**src/rtl/pipeline_branch_resolver_pkg.sv**
```systemverilog
// Shared pipeline definitions: redirect FSM encoding, PC width and the
// word-alignment check that fetch also uses.
`ifndef PIPELINE_BRANCH_RESOLVER_PKG_SV
`define PIPELINE_BRANCH_RESOLVER_PKG_SV

`define PBR_PC_ALIGNED(pc) ((pc[1:0]) == 2'b00)

package pipeline_branch_resolver_pkg;

  localparam int PC_WIDTH = 32;

  localparam logic [1:0] ST_IDLE_ENC   = 2'd0;
  localparam logic [1:0] ST_ISSUE_ENC  = 2'd1;
  localparam logic [1:0] ST_WAIT_ENC   = 2'd2;
  localparam logic [1:0] ST_DONE_ENC   = 2'd3;

  typedef enum logic [1:0] {
    ST_IDLE        = ST_IDLE_ENC,
    ST_ISSUE       = ST_ISSUE_ENC,
    ST_WAIT_ARRIVE = ST_WAIT_ENC,
    ST_DONE        = ST_DONE_ENC
  } br_state_e;

endpackage

`endif

```
**src/rtl/pipeline_redirect_timer.sv**
```systemverilog
// Arrival timeout and reissue counters for the late-branch redirect.
// expire fires on the last counted cycle; retries advance on each expire.
module pipeline_redirect_timer #(
  parameter int ARRIVE_TIMEOUT = 15,
  parameter int MAX_RETRY      = 3
) (
  input  logic clk,
  input  logic rst,
  input  logic start,
  input  logic clear,
  input  logic retry_clear,
  output logic expire,
  output logic retry_exhausted
);

  localparam int TW = (ARRIVE_TIMEOUT > 1) ? $clog2(ARRIVE_TIMEOUT) : 1;
  localparam int RW = (MAX_RETRY > 0) ? $clog2(MAX_RETRY + 1) : 1;
  localparam logic [TW-1:0] T_LAST = TW'(ARRIVE_TIMEOUT - 1);
  localparam logic [RW-1:0] R_MAX  = RW'(MAX_RETRY);

  logic [TW-1:0] tcnt_q, tcnt_d;
  logic [RW-1:0] rcnt_q, rcnt_d;

  assign expire          = start && (tcnt_q == T_LAST);
  assign retry_exhausted = (rcnt_q == R_MAX);

  always_comb begin
    tcnt_d = tcnt_q;
    rcnt_d = rcnt_q;
    if (clear)
      tcnt_d = '0;
    else if (start)
      tcnt_d = expire ? '0 : tcnt_q + TW'(1);
    if (retry_clear)
      rcnt_d = '0;
    else if (expire && !retry_exhausted)
      rcnt_d = rcnt_q + RW'(1);
  end

  always_ff @(posedge clk or posedge rst) begin
    if (rst) begin
      tcnt_q <= '0;
      rcnt_q <= '0;
    end else begin
      tcnt_q <= tcnt_d;
      rcnt_q <= rcnt_d;
    end
  end

endmodule

```
**src/rtl/pipeline_branch_resolver.sv**
```systemverilog
// Late-branch responder: redirects fetch to an ALU-stage branch target, flushes
// the wrong path and pulses br_late_done once the target reaches fetch output.
module pipeline_branch_resolver
  import pipeline_branch_resolver_pkg::*;
#(
  parameter int ARRIVE_TIMEOUT = 15,
  parameter int MAX_RETRY      = 3
) (
  input  logic                clk,
  input  logic                rst,
  input  logic                br_late_enable,
  input  logic [PC_WIDTH-1:0] br_target,
  input  logic                fetch_ready,
  input  logic                fetch_pc_valid,
  input  logic [PC_WIDTH-1:0] fetch_pc,
  output logic                redirect_valid,
  output logic [PC_WIDTH-1:0] redirect_pc,
  output logic                flush,
  output logic                br_late_done,
  output logic                busy,
  output logic                err_misaligned,
  output logic                err_timeout,
  output logic [31:0]         redirect_count
);

  br_state_e           state_q, state_d;
  logic [PC_WIDTH-1:0] tgt_q, tgt_d;
  logic                redirect_valid_q, redirect_valid_d;
  logic [PC_WIDTH-1:0] redirect_pc_q, redirect_pc_d;
  logic                flush_q, flush_d;
  logic                done_q, done_d;
  logic                busy_q, busy_d;
  logic                err_mis_q, err_mis_d;
  logic                err_to_q, err_to_d;
  logic [31:0]         count_q, count_d;

  logic tmr_start, tmr_clear, tmr_retry_clear, tmr_expire, tmr_exhausted;
  logic take_req, arrived;

  assign arrived = fetch_pc_valid && (fetch_pc == tgt_q);

  pipeline_redirect_timer #(
    .ARRIVE_TIMEOUT(ARRIVE_TIMEOUT),
    .MAX_RETRY     (MAX_RETRY)
  ) u_timer (
    .clk            (clk),
    .rst            (rst),
    .start          (tmr_start),
    .clear          (tmr_clear),
    .retry_clear    (tmr_retry_clear),
    .expire         (tmr_expire),
    .retry_exhausted(tmr_exhausted)
  );

  always_comb begin
    state_d         = state_q;
    tgt_d           = tgt_q;
    flush_d         = 1'b0;
    err_mis_d       = err_mis_q;
    err_to_d        = err_to_q;
    count_d         = count_q;
    tmr_start       = 1'b0;
    tmr_clear       = 1'b0;
    tmr_retry_clear = 1'b0;
    take_req        = 1'b0;

    case (state_q)
      ST_IDLE: take_req = 1'b1;
      ST_ISSUE: begin
        if (redirect_valid_q && fetch_ready) begin
          count_d   = count_q + 32'd1;
          tmr_clear = 1'b1;
          state_d   = ST_WAIT_ARRIVE;
        end
      end
      ST_WAIT_ARRIVE: begin
        // Only a match seen here counts; anything during ISSUE is stale.
        if (arrived) begin
          state_d = ST_DONE;
        end else begin
          tmr_start = 1'b1;
          if (tmr_expire) begin
            if (!tmr_exhausted) begin
              state_d = ST_ISSUE;
              flush_d = 1'b1;
            end else begin
              err_to_d = 1'b1;
              state_d  = ST_DONE;
            end
          end
        end
      end
      default: begin
        take_req = 1'b1;
        state_d  = ST_IDLE;
      end
    endcase

    // Requests outside IDLE/DONE are protocol violations and are dropped.
    if (take_req && br_late_enable) begin
      if (`PBR_PC_ALIGNED(br_target)) begin
        tgt_d           = br_target;
        tmr_retry_clear = 1'b1;
        flush_d         = 1'b1;
        state_d         = ST_ISSUE;
      end else begin
        err_mis_d = 1'b1;
        state_d   = ST_DONE;
      end
    end

    redirect_valid_d = (state_d == ST_ISSUE);
    redirect_pc_d    = redirect_valid_d ? tgt_d : '0;
    done_d           = (state_d == ST_DONE);
    busy_d           = (state_d != ST_IDLE);
  end

  always_ff @(posedge clk or posedge rst) begin
    if (rst) begin
      state_q          <= ST_IDLE;
      tgt_q            <= '0;
      redirect_valid_q <= 1'b0;
      redirect_pc_q    <= '0;
      flush_q          <= 1'b0;
      done_q           <= 1'b0;
      busy_q           <= 1'b0;
      err_mis_q        <= 1'b0;
      err_to_q         <= 1'b0;
      count_q          <= '0;
    end else begin
      state_q          <= state_d;
      tgt_q            <= tgt_d;
      redirect_valid_q <= redirect_valid_d;
      redirect_pc_q    <= redirect_pc_d;
      flush_q          <= flush_d;
      done_q           <= done_d;
      busy_q           <= busy_d;
      err_mis_q        <= err_mis_d;
      err_to_q         <= err_to_d;
      count_q          <= count_d;
    end
  end

  assign redirect_valid = redirect_valid_q;
  assign redirect_pc    = redirect_pc_q;
  assign flush          = flush_q;
  assign br_late_done   = done_q;
  assign busy           = busy_q;
  assign err_misaligned = err_mis_q;
  assign err_timeout    = err_to_q;
  assign redirect_count = count_q;

endmodule

```
**config.mk**
```make
export PLATFORM = sky130hd
export DESIGN_NAME = pipeline_branch_resolver
export DESIGN_NICKNAME = d
export VERILOG_FILES = /design/src/rtl/pipeline_branch_resolver_pkg.sv /design/src/rtl/pipeline_redirect_timer.sv /design/src/rtl/pipeline_branch_resolver.sv
export SDC_FILE = /design/constraint.sdc
export NUM_CORES = 1
export LEC_CHECK = 0
export BUFFER_PORTS_ARGS = -buffer_cell sky130_fd_sc_hd__buf_2
export CORE_UTILIZATION = 47
export DETAILED_ROUTE_END_ITERATION = 12
export MAX_ROUTING_LAYER = met4
export PLACE_DENSITY_LB_ADDON = 0.05
export SYNTH_ARGS = -nofsm -noshare
export SYNTH_HDL_FRONTEND = slang
export SYNTH_SLANG_ARGS = --single-unit
```
**constraint.sdc**
```tcl
create_clock -name clk -period 3.3 [get_ports clk]
set_input_delay 0.66 -clock clk [delete_from_list [all_inputs] [get_ports clk]]
set_output_delay 0.66 -clock clk [all_outputs]
set_load 0.02 [all_outputs]
```
**After elaboration in Yosys (flattened, before gate mapping)**

Cells that the tools add are included.
Widths: inputs -> output; s select.

- Flip-flop bits (word level): 110
- Bits in latches: 0
- Bits in writable memories: 0
- Bits in read-only memories: 0
- Bits of input ports: 69
- Output and inout port bits: 70
- Memories: 0

- Add/subtract/negate cells: 3
- $mul: 0
- Divide/modulo/power cells: 0
- Order comparisons: 0
- Equal/unequal tests: 7
- Shift-type cells: 0
- Muxes and demuxes: 28
- Bitwise logic cells: 2
- Reduce and logical (&&, ||, !) cells: 15

Operators with widths:

| kind | number |
|---|---|
| $mux 32 | 3 |
| $add 32x1->32 const B | 1 |
| $eq 32x32->1 | 1 |
| $mux 2 | 8 |
| $mux 1 | 13 |
| $mux 4 | 3 |
| $eq 2x2->1 const B | 3 |
| $pmux 2 s3 | 1 |
| $reduce_bool 2->1 | 3 |
| $logic_and 1x1->1 | 5 |
| $add 4x1->4 const B | 1 |
| $eq 2x1->1 const B | 2 |
| $eq 4x4->1 const B | 1 |
| $logic_not 2->1 | 2 |
| $reduce_and 2->1 | 2 |
| $reduce_and 4->1 | 1 |
| $add 2x1->2 const B | 1 |
| $not 1->1 | 2 |
| $reduce_or 2->1 | 1 |
| $logic_not 1->1 | 1 |

**Logic depth before layout (Yosys ltp)**

Gate-level depths: netlist of the first run.

- Word-level depth: 11
- Mapped depth: 9

**Modules after synthesis**

From an unflattened synthesis of the first run, not the netlist that was laid out.

- Cells, all modules: 399
- Area total of the unflattened synthesis: 4929.7 um^2

By module, submodules not included:

| module | instances | cells an instance | area an instance (um^2) | seq. area each (um^2) |
|---|---|---|---|---|
| pipeline_branch_resolver | 1 | 365 | 4603.2 | 2602.5 |
| pipeline_redirect_timer | 1 | 34 | 326.6 | 150.1 |

**Worst setup path after synthesis of the first run**

Ideal clock, no wire load.

- Kind: reg2reg
- From: register state_q[1]
- To: register redirect_pc_q[10], in the netlist redirect_pc[10]
- Setup time: 0.125 ns
- Arrival time: 2.100 ns
- Required time: 3.175 ns
- Setup slack: 1.075 ns
- Cell stages (with the launch flop): 9
- Buffers on the path: 2
- Period minus slack after synthesis: 2.225 ns
- Path through: dfrtp_1 > inv_1 > ha_1 > nand2b_1 > nor3_1 > buf_4 > buf_2 > mux2i_1 > nor3_2

- Word-level cells in the longest chain between the ends: 9
- Elaborated cells between the ends (all ways): 16
- Those cells by class: eq/ne (3); mux (9); reduce/logical (4)

RTL lines:

| element | RTL line | RTL |
|---|---|---|
| start: declaration | pipeline_branch_resolver.sv:26 | `br_state_e state_q, state_d;` |
| start signal: assignment | pipeline_branch_resolver.sv:131 | `state_q <= state_d;` |
| $eq 2x2->1 | pipeline_branch_resolver.sv:67 | `case (state_q)` |
| $mux 1 | pipeline_branch_resolver.sv:67 |  |
| $logic_and 1x1->1 | pipeline_redirect_timer.sv:24 | `assign expire = start && (tcnt_q == T_LAST);` |
| $mux 2 | pipeline_branch_resolver.sv:82 | `if (tmr_expire) begin` |
| $mux 2 | pipeline_branch_resolver.sv:78 | `if (arrived) begin` |
| $pmux 2 s3 | pipeline_branch_resolver.sv:67 |  |
| $mux 2 | pipeline_branch_resolver.sv:100 | `if (take_req && br_late_enable) begin` |
| $eq 2x1->1 | pipeline_branch_resolver.sv:112 | `redirect_valid_d = (state_d == ST_ISSUE);` |
| $mux 32 * | pipeline_branch_resolver.sv:113 | `redirect_pc_d = redirect_valid_d ? tgt_d : '0;` |
| via redirect_pc_d[10] | pipeline_branch_resolver.sv:29 | `logic [PC_WIDTH-1:0] redirect_pc_q, redirect_pc_d;` |
| end signal: assignment | pipeline_branch_resolver.sv:134 | `redirect_pc_q <= redirect_pc_d;` |
| end: declaration | pipeline_branch_resolver.sv:29 |  |

The timed path passes the listed nets; every way through them passes the cells marked *.
A chain may end at the register's enable or synchronous reset.

**Final worst setup path of the first run**

- From: register state_q[1]
- To: register redirect_pc_q[15], in the netlist redirect_pc[15]

The elaborated chain is that of the path after synthesis.

==> results of run 1 <==
-- through the flow --
step | setup WS, ns | instances | cell area [um^2] | hold WS, ns | utilization [%]
floorplan | 1.07 | 430 | 5060 | 0.503 | -
global placement | 0.495 | 698 | 5920 | 0.456 | 57.1
detailed placement | 0.472 | 698 | 5920 | 0.462 | 57.1
CTS | 0.586 | 714 | 6170 | 0.403 | 59.5
global route | 0.415 | 714 | 6170 | 0.441 | 59.5
finish | 0.608 | 714 | 6170 | 0.401 | 59.5
-- final cells by class --
cell class,instances,share of cell area [%]
multi-input combinational,266,33.2
clock inverter,7,1.97
inverter,41,2.56
timing repair buffer,145,12.9
tap,136,2.76
clock buffer,9,2.01
sequential,110,44.6
-- flip-flops by register name (all words and copies together), names as in the netlist --
signal          cells
busy                1
tgt_q              32
flush               1
br_late_done        1
err_misaligned      1
redirect_valid      1
u_timer.rcnt_q      2
redirect_count     32
redirect_pc        32
state_q             2
u_timer.tcnt_q      4
err_timeout         1
-- worst register-to-register path, delay by kind of cell, from the launching register on --
kind                     cells  cell delay (ns)
AND/OR/NAND/NOR              1             0.08
flip-flops                   1             0.43
AO/OA/AOI/OAI                5             1.30
adder cells (fa/ha/maj)      1             0.24
buffers and inverters        3             0.54
-- where the power goes --
group / internal, mW / total, mW / leakage [nW] / switching (mW)
logic: 0.787 / 1.98 / 1.57 / 1.19
clock network: 0.508 / 0.984 / 0.117 / 0.476
registers: 1.69 / 1.92 / 1.43 / 0.231
total: 2.99 / 4.88 / 3.13 / 1.90
-- per-layer routing --
layer,wire length [um],vias to the layer above,part of all wire [%]
met5,0,-,0
met4,100,0,0.92
met3,606,11,5.6
met2,5070,98,47
met1,5040,1722,47
li1,-,1725,-
-- worst paths after layout --
kind	startpoint	slack, ns	end	cells past startpoint
min reg2reg	redirect_count[31]	0.48	redirect_count[31]	1
max	state_q[1]	0.61	redirect_pc[15]	10
min in group clk	redirect_count[31]	0.48	redirect_count[31]	1
min	rst	0.40	tgt_q[19]	2
max reg2reg	state_q[1]	0.61	redirect_pc[15]	10
max in group asynchronous	rst	2.11	redirect_count[16]	3
-- cell usage after synthesis, drive strengths merged, types with 7 or more instances --
library cell	instances
buf	10
nand3	20
nand4	12
dfrtp	110
xnor2	46
nor3	33
inv	41
ha	8
nand2	23
mux2i	31
o21ai	8
nor2	19
xor2	12
and3	7
-- logic make-up (layout without fill, tap and decap cells) --
group,Yosys count,after routing
buf+inv,54,202
fa+ha+maj,8,8
flops,110,110
xor+xnor,58,58
simple gates,140,140
compound gates,27,27
mux,33,33
==> flow_summary.yaml, run 1 <==
worst_setup_path:
  path_buf_inv: 3
  crit_slowest_cell: "a31oi_4"
  end_kind: "register"
  worstPathArrival_ns: 2.96
  cp_max_fo: 19
  critPathTopFamily: "compound AO/OA/AOI/OAI gates"
  timing.critical_path.mode_cell: "a21boi_0"
  required_ns: 3.57
  cp-start-kind: "register"
  path_cells: "inv_1 -> ha_1 -> a21boi_0 -> o31ai_1 -> buf_4 -> a21boi_0 -> o21ai_0 -> a31oi_4 -> buf_12 -> nor3_2"
  max_stage_delay_ns: 0.62
  path_class: "register to register"
timing:
  hold_viol: 0
  worst_pin_slew_ns: 0.764
  max_freq_mhz: 372
  rsz0062_at_grt: "false"
  timing.final.crit_period_ns: 2.69
  finalCritPeriodShare_pct: 81.6
  finalSetupTns_ns: 0
  finClkSkew_ns: 0.00784
  max-slew-margin-rel_pct: 49.0
  drv_slew: 0
  setup_violations: 0
layout:
  nNetsFinal: 650
  areaGrowthSynthToFinish_pct: 22.1
  drive_gt1_share_pct: 35.3
  multi_input_area_um2: 2050
  fillers: 917
  final_cell_mix: "buf_2, dfrtp_1, xnor2_1, inv_1, nor3_2"
  regArea_um2: 2750
  final_common_cell: "buf_2"
  antenna_cells: 0
yosys:
  async_flop_share_pct: 100
  netlist_instances: 430
  syn_nets: 507
  synth_top_area_cell: "dfrtp_1"
  synth_top_family_by_area: "simple AND/OR/NAND/NOR gates"
  synth-xor-area-share_pct: 10.1
  synth-warning-count: 0
  synth_area_leaders: "dfrtp_1, xnor2_1, mux2i_1"
  synth-adder-area-share_pct: 1.98
  syn-cell-area_um2: 5050
  synth-simple-area-share_pct: 17.8
  synth_compound_area_share_pct: 4.04
  synth.area.mux_share_pct: 6.59
  synthFlopType: "dfrtp_1"
  synth_edf_count: 0
  synth_top_area_share_pct: 54.5
  ys_seq_area_share_pct: 54.5
  synth.distinct_cells: 43
  synth_area_per_cell_um2: 11.8
  ys_ff_latch: 110
run:
  max_cap_viol_count: 0
clock_tree:
  post_cts_buffers: 0
  clkSinkCount: 110
  cts_max_level: 3
  clkTransAtPathRegs_ns: 0.10
  holdBufCountCts: 0
  tritoncts: "yes"
  clk_path_buf_depth: 2
  cts_root_buffer: "clkbuf_8"
  insertion_delay_ns: 0.38
  cts_inserted_buffers: 9
  cts_resized: 0
global_route:
  grt_pass1_vias: 3613
  gr-usage-met2_pct: 32.7
  busiest_layer: "met2"
  grt_pass1_wl_mm: 17.8
  gr-usage-met3_pct: 7.17
  grt_use_total_pct: 21.5
  use_met1_pct: 27.4
  gr-total-overflow: 0
  antenna_found_initial: 0
  grt_max_degree: 53
drt:
  route.detailed.drc: 0
  vias_per_cell: 4.98
  via_count: 3556
  drt_iter0_markers: 135
  drt_wl_total_mm: 10.8
  antenna_left: 0
  first_pass_iters: 4
  wl_per_cell_um: 15.1
die:
  die-area_um2: 11200
  die_h_um: 106
  fp.dieW_um: 106
  start_util_pct: 48.7
  core_region_area_um2: 10400
  io_pins: 139
  rows: 37
placed_design:
  gp_congestion: 0.816
  dp_hpwl_mm: 7.83
  place.port_buffers: 138
worst_hold_path:
  hp-class: "primary input to asynchronous set/reset pin"
power_and_ir_drop:
  total_power_mw: 4.88
  p_per_area_nw_per_um2: 792
  ir_drop_v: 0.000489
  p_leak_nw: 3.13
status:
  outcome: "finished, final reports clean"
Power figures use the tool's default switching activity.
==> run 2: changes to the inputs <==
- CORE_UTILIZATION: 47 -> 52
- clock period: 3.3 -> 2.8 ns (I/O delays scaled with it)
==> flow_summary.yaml, run 2 (synthesis gave the netlist of run 1 again) <==
die:
  io_pins: 139
  start_util_pct: 54.2
  core_region_area_um2: 9330
  rows: 35
  fp.dieW_um: 101
  die-area_um2: 10100
  die_h_um: 101
power_and_ir_drop:
  swShare_pct: 41.0
  p_per_area_nw_per_um2: 914
  pwr-share-comb_pct: 42.9
  p_seq_share_pct: 40.4
  ir_drop_v: 0.000527
  power_frac_clock_pct: 16.8
  p_switching_mw: 2.30
  power.internal_mw: 3.32
  p_leak_nw: 3.13
global_route:
  antenna_found_initial: 0
  grt_pass1_wl_mm: 17.6
  gr-total-overflow: 0
  grt_use_total_pct: 23.4
  grt_pass1_vias: 3622
  grt_max_degree: 39
timing:
  finalSetupTns_ns: 0
  holdWs_ns: 0.301
  setup_violations: 0
  max_freq_mhz: 423
  rsz0062_at_grt: "false"
  drv_slew: 0
  max-slew-margin-rel_pct: 49.7
  finClkSkew_ns: 0.0148
  timing.final.crit_period_ns: 2.37
  hold_viol: 0
  finalCritPeriodShare_pct: 84.5
  worst_pin_slew_ns: 0.753
worst_setup_path:
  critPathTopFamily: "simple AND/OR/NAND/NOR gates"
  crit_slowest_cell: "dfrtp_1"
  max_stage_delay_ns: 0.43
  startpoint: "tgt_q[20]"
  ff2ff_path_depth: 7
  cp_max_fo: 14
  r2r-end: "redirect_pc[0]"
  path_buf_inv: 1
  rrSetupSlack_ns: 0.43
  worstPathArrival_ns: 2.63
  path_cells: "xnor2_1 -> nand4_1 -> nor4_1 -> nand3_1 -> a221oi_4 -> buf_4 -> nor3b_1"
  required_ns: 3.06
  cp-start-kind: "register"
  end_kind: "register"
  path_class: "register to register"
  r2r-start: "tgt_q[20]"
clock_tree:
  insertion_delay_ns: 0.37
  holdBufCountCts: 0
  clkTransAtPathRegs_ns: 0.11
  cts_root_buffer: "clkbuf_8"
  clkSinkCount: 110
  post_cts_buffers: 0
  tritoncts: "yes"
  cts_resized: 0
  clk_path_buf_depth: 2
  cts_max_level: 3
  cts_inserted_buffers: 9
placed_design:
  dp_hpwl_mm: 8.02
  place.port_buffers: 138
  gp_congestion: 0.816
drt:
  via_count: 3586
  wl_per_cell_um: 15.3
  first_pass_iters: 4
  top_layer_used: "met4"
  route.detailed.drc: 0
  dr_wl_met2_mm: 5.37
  drt_iter0_markers: 155
  drt_wl_total_mm: 10.9
  drt-met1-wl_mm: 5.05
  antenna_left: 0
  wl_met3_um: 379
  vias_per_cell: 5.04
status:
  outcome: "finished, final reports clean"
run:
  max_cap_viol_count: 0
layout:
  final_cell_mix: "buf_2, dfrtp_1, xnor2_1, inv_1, nor3_2"
  final_common_cell: "buf_2"
  antenna_cells: 0
  areaGrowthSynthToFinish_pct: 21.8
  drive_gt1_share_pct: 35.7
  nNetsFinal: 655
worst_hold_path:
  hp-class: "primary input to asynchronous set/reset pin"
## run 2: metrics by stage
step	setup slack (ns)	area [um^2]	cells	total power, mW	utilization [%]
CTS	0.412	6160	712	5.67	66.0
detailed placement	0.136	5970	696	4.73	64.0
floorplan	0.575	5060	430	4.09	-
global route	0.296	6160	712	6.00	66.0
global placement	0.234	5970	696	4.67	64.0
finish	0.433	6160	712	5.63	66.0
## run 2: worst max path at each step
stage / endpoint / slack (ns) / depth (start not counted)
detailed placement: redirect_pc[0] / 0.14 / 8
global placement: redirect_pc[0] / 0.23 / 8
finish: redirect_pc[0] / 0.43 / 7
floorplan: redirect_pc[10] / 0.57 / 8
CTS: redirect_pc[0] / 0.41 / 7
global route: redirect_pc[31] / 0.30 / 7
## run 2: cell type report
class,count,area [um^2]
tap,129,161
clock buffer,11,141
clock inverter,5,48.8
fill,778,3170
inverter,41,158
timing repair buffer,150,843
multi-input combinational,266,2050
sequential,110,2750
## run 2: metal layers
metal | global-route usage (%) | vias up
li1 | - | 1732
met1 | 31.2 | 1745
met2 | 37.6 | 99
met3 | 3.12 | 10
met4 | 6.91 | 0
met5 | - | -
## run 2: power by group through the flow
stage	logic, mW	clock network (mW)	registers (mW)
after CTS	2.44	0.964	2.27
final	2.41	0.945	2.27
after global placement	2.39	0	2.29
after floorplan	1.70	0	2.39
after detailed placement	2.43	0	2.30
after global routing	2.65	1.02	2.32
